$ cat src/rtl/ebus_arbiter.sv
// EBUS arbiter between the EBOX (via CON) and the PI function-cycle logic.
// Optional EBOX tenure watchdog is compiled in with `define EBUS_ARB_TIMEOUT_EN.
module ebus_arbiter #(
    parameter int unsigned TIMEOUT_CYCLES = 1024,
    parameter int unsigned CNT_W          = 11
) (
    input  logic clk,
    input  logic rst_n,
    input  logic ebox_req,
    input  logic con_ebus_rel,
    input  logic pi_req,
    input  logic pi_done,
    output logic con_ebus_grant,
    output logic pi_ebus_grant,
    output logic ebus_busy,
    output logic ebus_timeout
);

    typedef enum logic [1:0] {
        S_IDLE     = 2'd0,
        S_PI_OWN   = 2'd1,
        S_EBOX_OWN = 2'd2,
        S_TURN     = 2'd3
    } state_t;

    // Counter must be able to represent TIMEOUT_CYCLES-1.
    generate
        if ((64'(1) << CNT_W) <= 64'(TIMEOUT_CYCLES) || TIMEOUT_CYCLES == 0) begin : g_bad_cfg
            $error("ebus_arbiter: need 0 < TIMEOUT_CYCLES < 2**CNT_W");
        end
    endgenerate

    state_t r_state;
    state_t w_state_nxt;
    logic   r_last_pi;
    logic   w_timeout_c;
    logic   r_con_grant;
    logic   r_pi_grant;
    logic   r_busy;
    logic   r_timeout;

`ifdef EBUS_ARB_TIMEOUT_EN
    logic [CNT_W-1:0] r_cnt;
    logic             w_cnt_expired;

    // Tenure counter: zero on the first EBOX_OWN cycle, +1 per owned cycle.
    always_ff @(posedge clk or negedge rst_n) begin
        if (!rst_n) begin
            r_cnt <= '0;
        end else if (r_state != S_EBOX_OWN) begin
            r_cnt <= '0;
        end else begin
            r_cnt <= r_cnt + CNT_W'(1);
        end
    end

    assign w_cnt_expired = (r_cnt == CNT_W'(TIMEOUT_CYCLES - 1));
`endif

    // Next-state and timeout decision.
    always_comb begin
        w_state_nxt = r_state;
        w_timeout_c = 1'b0;
        case (r_state)
            S_IDLE: begin
                if (pi_req && !(r_last_pi && ebox_req)) begin
                    w_state_nxt = S_PI_OWN;
                end else if (ebox_req) begin
                    w_state_nxt = S_EBOX_OWN;
                end
            end
            S_PI_OWN: begin
                if (pi_done) begin
                    w_state_nxt = S_TURN;
                end
            end
            S_EBOX_OWN: begin
                if (con_ebus_rel) begin
                    w_state_nxt = S_TURN;
`ifdef EBUS_ARB_TIMEOUT_EN
                end else if (w_cnt_expired) begin
                    w_state_nxt = S_TURN;
                    w_timeout_c = 1'b1;
`endif
                end
            end
            S_TURN: begin
                w_state_nxt = S_IDLE;
            end
            default: begin
                w_state_nxt = S_IDLE;
            end
        endcase
    end

    // State, fairness bit and outputs registered from the next state.
    always_ff @(posedge clk or negedge rst_n) begin
        if (!rst_n) begin
            r_state     <= S_IDLE;
            r_last_pi   <= 1'b0;
            r_con_grant <= 1'b0;
            r_pi_grant  <= 1'b0;
            r_busy      <= 1'b0;
            r_timeout   <= 1'b0;
        end else begin
            r_state     <= w_state_nxt;
            r_con_grant <= (w_state_nxt == S_EBOX_OWN);
            r_pi_grant  <= (w_state_nxt == S_PI_OWN);
            r_busy      <= (w_state_nxt != S_IDLE);
            r_timeout   <= w_timeout_c;
            if (w_state_nxt == S_PI_OWN) begin
                r_last_pi <= 1'b1;
            end else if (w_state_nxt == S_EBOX_OWN) begin
                r_last_pi <= 1'b0;
            end
        end
    end

    assign con_ebus_grant = r_con_grant;
    assign pi_ebus_grant  = r_pi_grant;
    assign ebus_busy      = r_busy;
    assign ebus_timeout   = r_timeout;

endmodule

$ cat config.mk
export PLATFORM = sky130hd
export DESIGN_NAME = ebus_arbiter
export DESIGN_NICKNAME = d
export VERILOG_FILES = /design/src/rtl/ebus_arbiter.sv
export SDC_FILE = /design/constraint.sdc
export NUM_CORES = 1
export LEC_CHECK = 0
export BUFFER_PORTS_ARGS = -buffer_cell sky130_fd_sc_hd__buf_2
export CAP_MARGIN = 20
export CELL_PAD_IN_SITES_DETAIL_PLACEMENT = 0
export CELL_PAD_IN_SITES_GLOBAL_PLACEMENT = 1
export CORE_AREA = 8 8 45 47
export DETAILED_ROUTE_END_ITERATION = 8
export DIE_AREA = 0 0 53 55
export PLACE_DENSITY_LB_ADDON = 0.1
export SETUP_SLACK_MARGIN = 0.5
export SLEW_MARGIN = 30
export SYNTH_ARGS = -nofsm -noshare
export SYNTH_HDL_FRONTEND = slang
export SYNTH_SLANG_ARGS = --single-unit
$ cat constraint.sdc
create_clock -name clk -period 2.74 [get_ports clk]
set_clock_uncertainty 0.15 [all_clocks]
set_input_delay 0.137 -clock clk [delete_from_list [all_inputs] [get_ports clk]]
set_output_delay 0.137 -clock clk [all_outputs]
set_load 0.005 [all_outputs]
## Yosys cells after proc, flatten, opt, wreduce, memory -nomap -nowiden

Cells that the tools add are included.
W data, S select, Z words.

- Flip-flop bits (word level): 6
- Input bits: 6

- Eq/ne operators: 5
- Mux-type cells: 7
- Reductions and logical operators: 6

Operators with widths:

| cell | number |
|---|---|
| $mux W2 | 4 |
| $pmux W2 S4 | 1 |
| $eq A2 B2 Y1 const B | 3 |
| $eq A2 B1 Y1 const B | 2 |
| $reduce_bool A2 Y1 | 2 |
| $logic_and A1 B1 Y1 | 2 |
| $logic_not A2 Y1 | 1 |
| $mux W1 | 2 |
| $logic_not A1 Y1 | 1 |

## Depth between registers and ports, before layout

- Word-level depth: 8
- Depth in mapped cells: 5
- Mapped depth without buffers: 5

## Worst setup path before layout

No wires, ideal clock.

- Path type: reg-to-reg
- Start point: reg r_state[1]
- End point: reg r_last_pi
- Library setup time: 0.125 ns
- Data arrival time: 1.328 ns
- Data required time: 2.465 ns
- Slack: 1.138 ns
- Stages on the path, launching flop included: 5
- Buffers on the path: 0
- Period minus slack after synthesis: 1.602 ns
- Cell sequence: dfrtp_1 -> nand2b_1 -> a22o_1 -> ha_1 -> mux2_2

- Word-level cells in the longest chain between the ends: 5
- Elaborated cells between the ends (all ways): 13

RTL lines:

| element | line | source |
|---|---|---|
| start: declaration | 33 | `state_t r_state;` |
| start signal: assignment | 106 | `r_state <= w_state_nxt;` |
| $mux W2 | 68 | `end else if (ebox_req) begin` |
| $mux W2 | 66 | `if (pi_req && !(r_last_pi && ebox_req)) begin` |
| $pmux W2 S4 (*) | 64 | `case (r_state)` |
| $eq A2 B1 Y1 / $eq A2 B2 Y1 (equally long branches) | 111, 113 |  |
| $mux W1 / $reduce_bool A2 Y1 (equally long branches) | n/a |  |
| end signal: assignment | 100 | `r_last_pi <= 1'b0;` |
| end signal: assignment | 112 | `r_last_pi <= 1'b1;` |
| end signal: assignment | 114 | `r_last_pi <= 1'b0;` |
| end: declaration | 35 | `logic r_last_pi;` |

Mark *: on every way between the ends. The rest lies on a longest branch, timed or not.
A chain may end at the register's enable or synchronous reset.

## Final worst setup path

Same ends and word-level chain as after synthesis.

==> metrics.cfg <==
[floorplan]
coreArea_um2 = 1380
die_area_um2 = 2920
initial_core_util_pct = 20.3
rows = 14
num_io_pins = 10
die_h_um = 55
die_w_um = 53

[power]
switching_power_uw = 129
netSwitchingFraction_pct = 33.4
clockPowerShare_pct = 20.1
combPwrFrac_pct = 38.2
p_leak_uw = 0.000187
p_int_uw = 258
power.total_uw = 387
pwr-share-seq_pct = 41.7
power_density_nw_per_um2 = 1050
vdd_drop_max_mv = 0.289

[synth]
synth.distinct_cells = 14
synthArstFlopShare_pct = 100
yosysSeqAreaShare_pct = 53.3
synth_edf_count = 0
synth.largest_area_cell = dfrtp_1
synth_area_um2 = 282
yosysWarnings = 0
ys_seq_elements = 6
syn_area_per_cell_um2 = 11.7
yosysMostFrequentCell = dfrtp_1
ys.flop_type = dfrtp_1
synthTopCellsByArea = dfrtp_1 53%, ha_1 13%, inv_1 4.0%
synthTopCellsByCount = 6 x dfrtp_1, 3 x ha_1, 3 x inv_1
synth_cells = 24
yosysTopAreaCellShare_pct = 53.3
syn_nets = 33

[drt]
wl_um = 528
vias_per_cell = 3.90
drc = 0
post_drt_wl_per_cell_um = 10.4
drtPass1Iterations = 1
drtIter0Drc = 0
antenna_left = 0
num_vias = 199

[sta]
final_max_slew_viol_count = 0
fmax_ghz = 0.593
hold_viol = 0
setup_ws_ns = 1.05
rsz0062_at_grt = no
setup_viol = 0
period_minus_slack_ns = 1.69
period_share_pct = 61.5
fin_tns_setup_ns = 0

[global_route]
grt_pass1_vias = 227
grt_pass1_wl_um = 862
grt_max_degree = 7
grt_util_all_layers_pct = 4.61
antenna_found_initial = 0
overflow = 0

[worst_setup_path]
end_kind = flip-flop
worst-path-max-fanout = 5
cp_top_family = flip-flops
critPathLaunch = r_state[1]$_DFF_PN0_
crit_slowest_cell = dfrtp_1
cp_num_buf_inv = 0
crit_required_ns = 2.71
critPathLaunchType = flip-flop
critical_path_class = reg2reg
r2r-start = r_state[1]$_DFF_PN0_
worstPathArrival_ns = 1.65
path_cells = nand2b_1 -> a22o_1 -> ha_1 -> mux2_2
cpPeakStageDelay_ns = 0.42

[place]
io_buffers = 8
gp_routability_congestion = 0.630
dp_slack_ns = 1.07

[clocking]
clockBufferDepth = 2
cts_setup_buffers = 0
clk_latency_ns = 0.24
cts_tree = built
cts_root_buf = clkbuf_4
cts-buffers-inserted = 3
path_clk_slew_ns = 0.04
htree_levels = 1
cts_hold_repair.buffers = 1
cts_resized = 0
cts_sinks = 6

[run_status]
status = finished clean

[final_layout]
drive_above_1_share_pct = 37.1
fin_nets = 46
syn2layout_area_growth_pct = 30.2
antenna_cells = 0

[worst_hold_path]
hp-class = in2reg
holdCritStartpoint = pi_done

[job]
cap_violations = 0

==> cells in the final DEF (no fill, tap or decap), types with 2 or more instances in the layout <==
master,instances
buf_2,8
clkbuf_4,3
dfrtp_1,6
ha_1,3
inv_1,3
o21ai_1,2
==> cells by family after synthesis <==
logic type / count (synthesis) / synth area share (%)
other: 1 / 1.33
flip-flops: 6 / 53.3
multiplexers: 1 / 4.00
buffers and inverters: 4 / 6.67
AND/OR/NAND/NOR: 2 / 4.45
adder cells (fa/ha/maj): 3 / 13.3
AO/OA/AOI/OAI: 7 / 16.9
==> registers in the layout (all words and copies together), names as in the netlist <==
name and cells:
ebus_busy 1, r_last_pi 1, con_ebus_grant 1, pi_ebus_grant 1, r_state 2
==> metal layers <==
| metal | GRT usage [%] | vias up | share of wire [%] | wire length (µm) |
|---|---|---|---|---|
| met3 | 1.87 | 2 | 14 | 75 |
| met5 | 0 | - | 0 | 0 |
| met2 | 5.66 | 10 | 40 | 209 |
| met4 | 9.05 | 0 | 5.1 | 27 |
| met1 | 4.15 | 86 | 41 | 215 |
| li1 | - | 101 | - | - |
==> worst paths after layout <==
check | to | slack, ns | depth (start not counted)
worst max-delay path | r_last_pi$_DFFE_PN0P_ | 1.05 | 4
worst min-delay path | r_state[1]$_DFF_PN0_ | 0.06 | 3
worst max register to register | r_last_pi$_DFFE_PN0P_ | 1.05 | 4
worst min register to register | r_last_pi$_DFFE_PN0P_ | 0.41 | 1
max in group asynchronous | r_last_pi$_DFFE_PN0P_ | 2.20 | 2
min in group asynchronous | con_ebus_grant$_DFF_PN0_ | 0.10 | 2
==> layout make-up <==
class                           count  area (µm²)
Inverter                            3        11.3
Multi-Input combinational cell     14         113
Sequential cell                     6         150
Clock buffer                        3        22.5
Tap cell                           16        20.0
Timing Repair Buffer                9        50.0
Fill cell                         154        1020
==> power by group through the flow <==
stage	logic [µW]	registers (µW)	clock network, µW
final	148	161	77.6
after global placement	151	161	0
after floorplan	104	159	0
after detailed placement	151	161	0
after CTS	151	161	83.9
after global routing	170	168	85.6
==> worst register-to-register path, stage by stage, from the launching register on <==
cell      delay [ns]
dfrtp_1         0.42
nand2b_1        0.18
a22o_1          0.20
ha_1            0.28
mux2_2          0.33
==> through the flow <==
step | hold WS [ns] | cells | utilization, % | area [µm²]
after floorplan | -0.309 | 24 | - | 282
after global placement | -0.184 | 47 | 24.1 | 334
after detailed placement | -0.183 | 47 | 24.1 | 334
after CTS | 0.0545 | 51 | 26.5 | 367
after global routing | 0.103 | 51 | 26.5 | 367
final | 0.0630 | 51 | 26.5 | 367
Power figures use the tool's default switching activity.
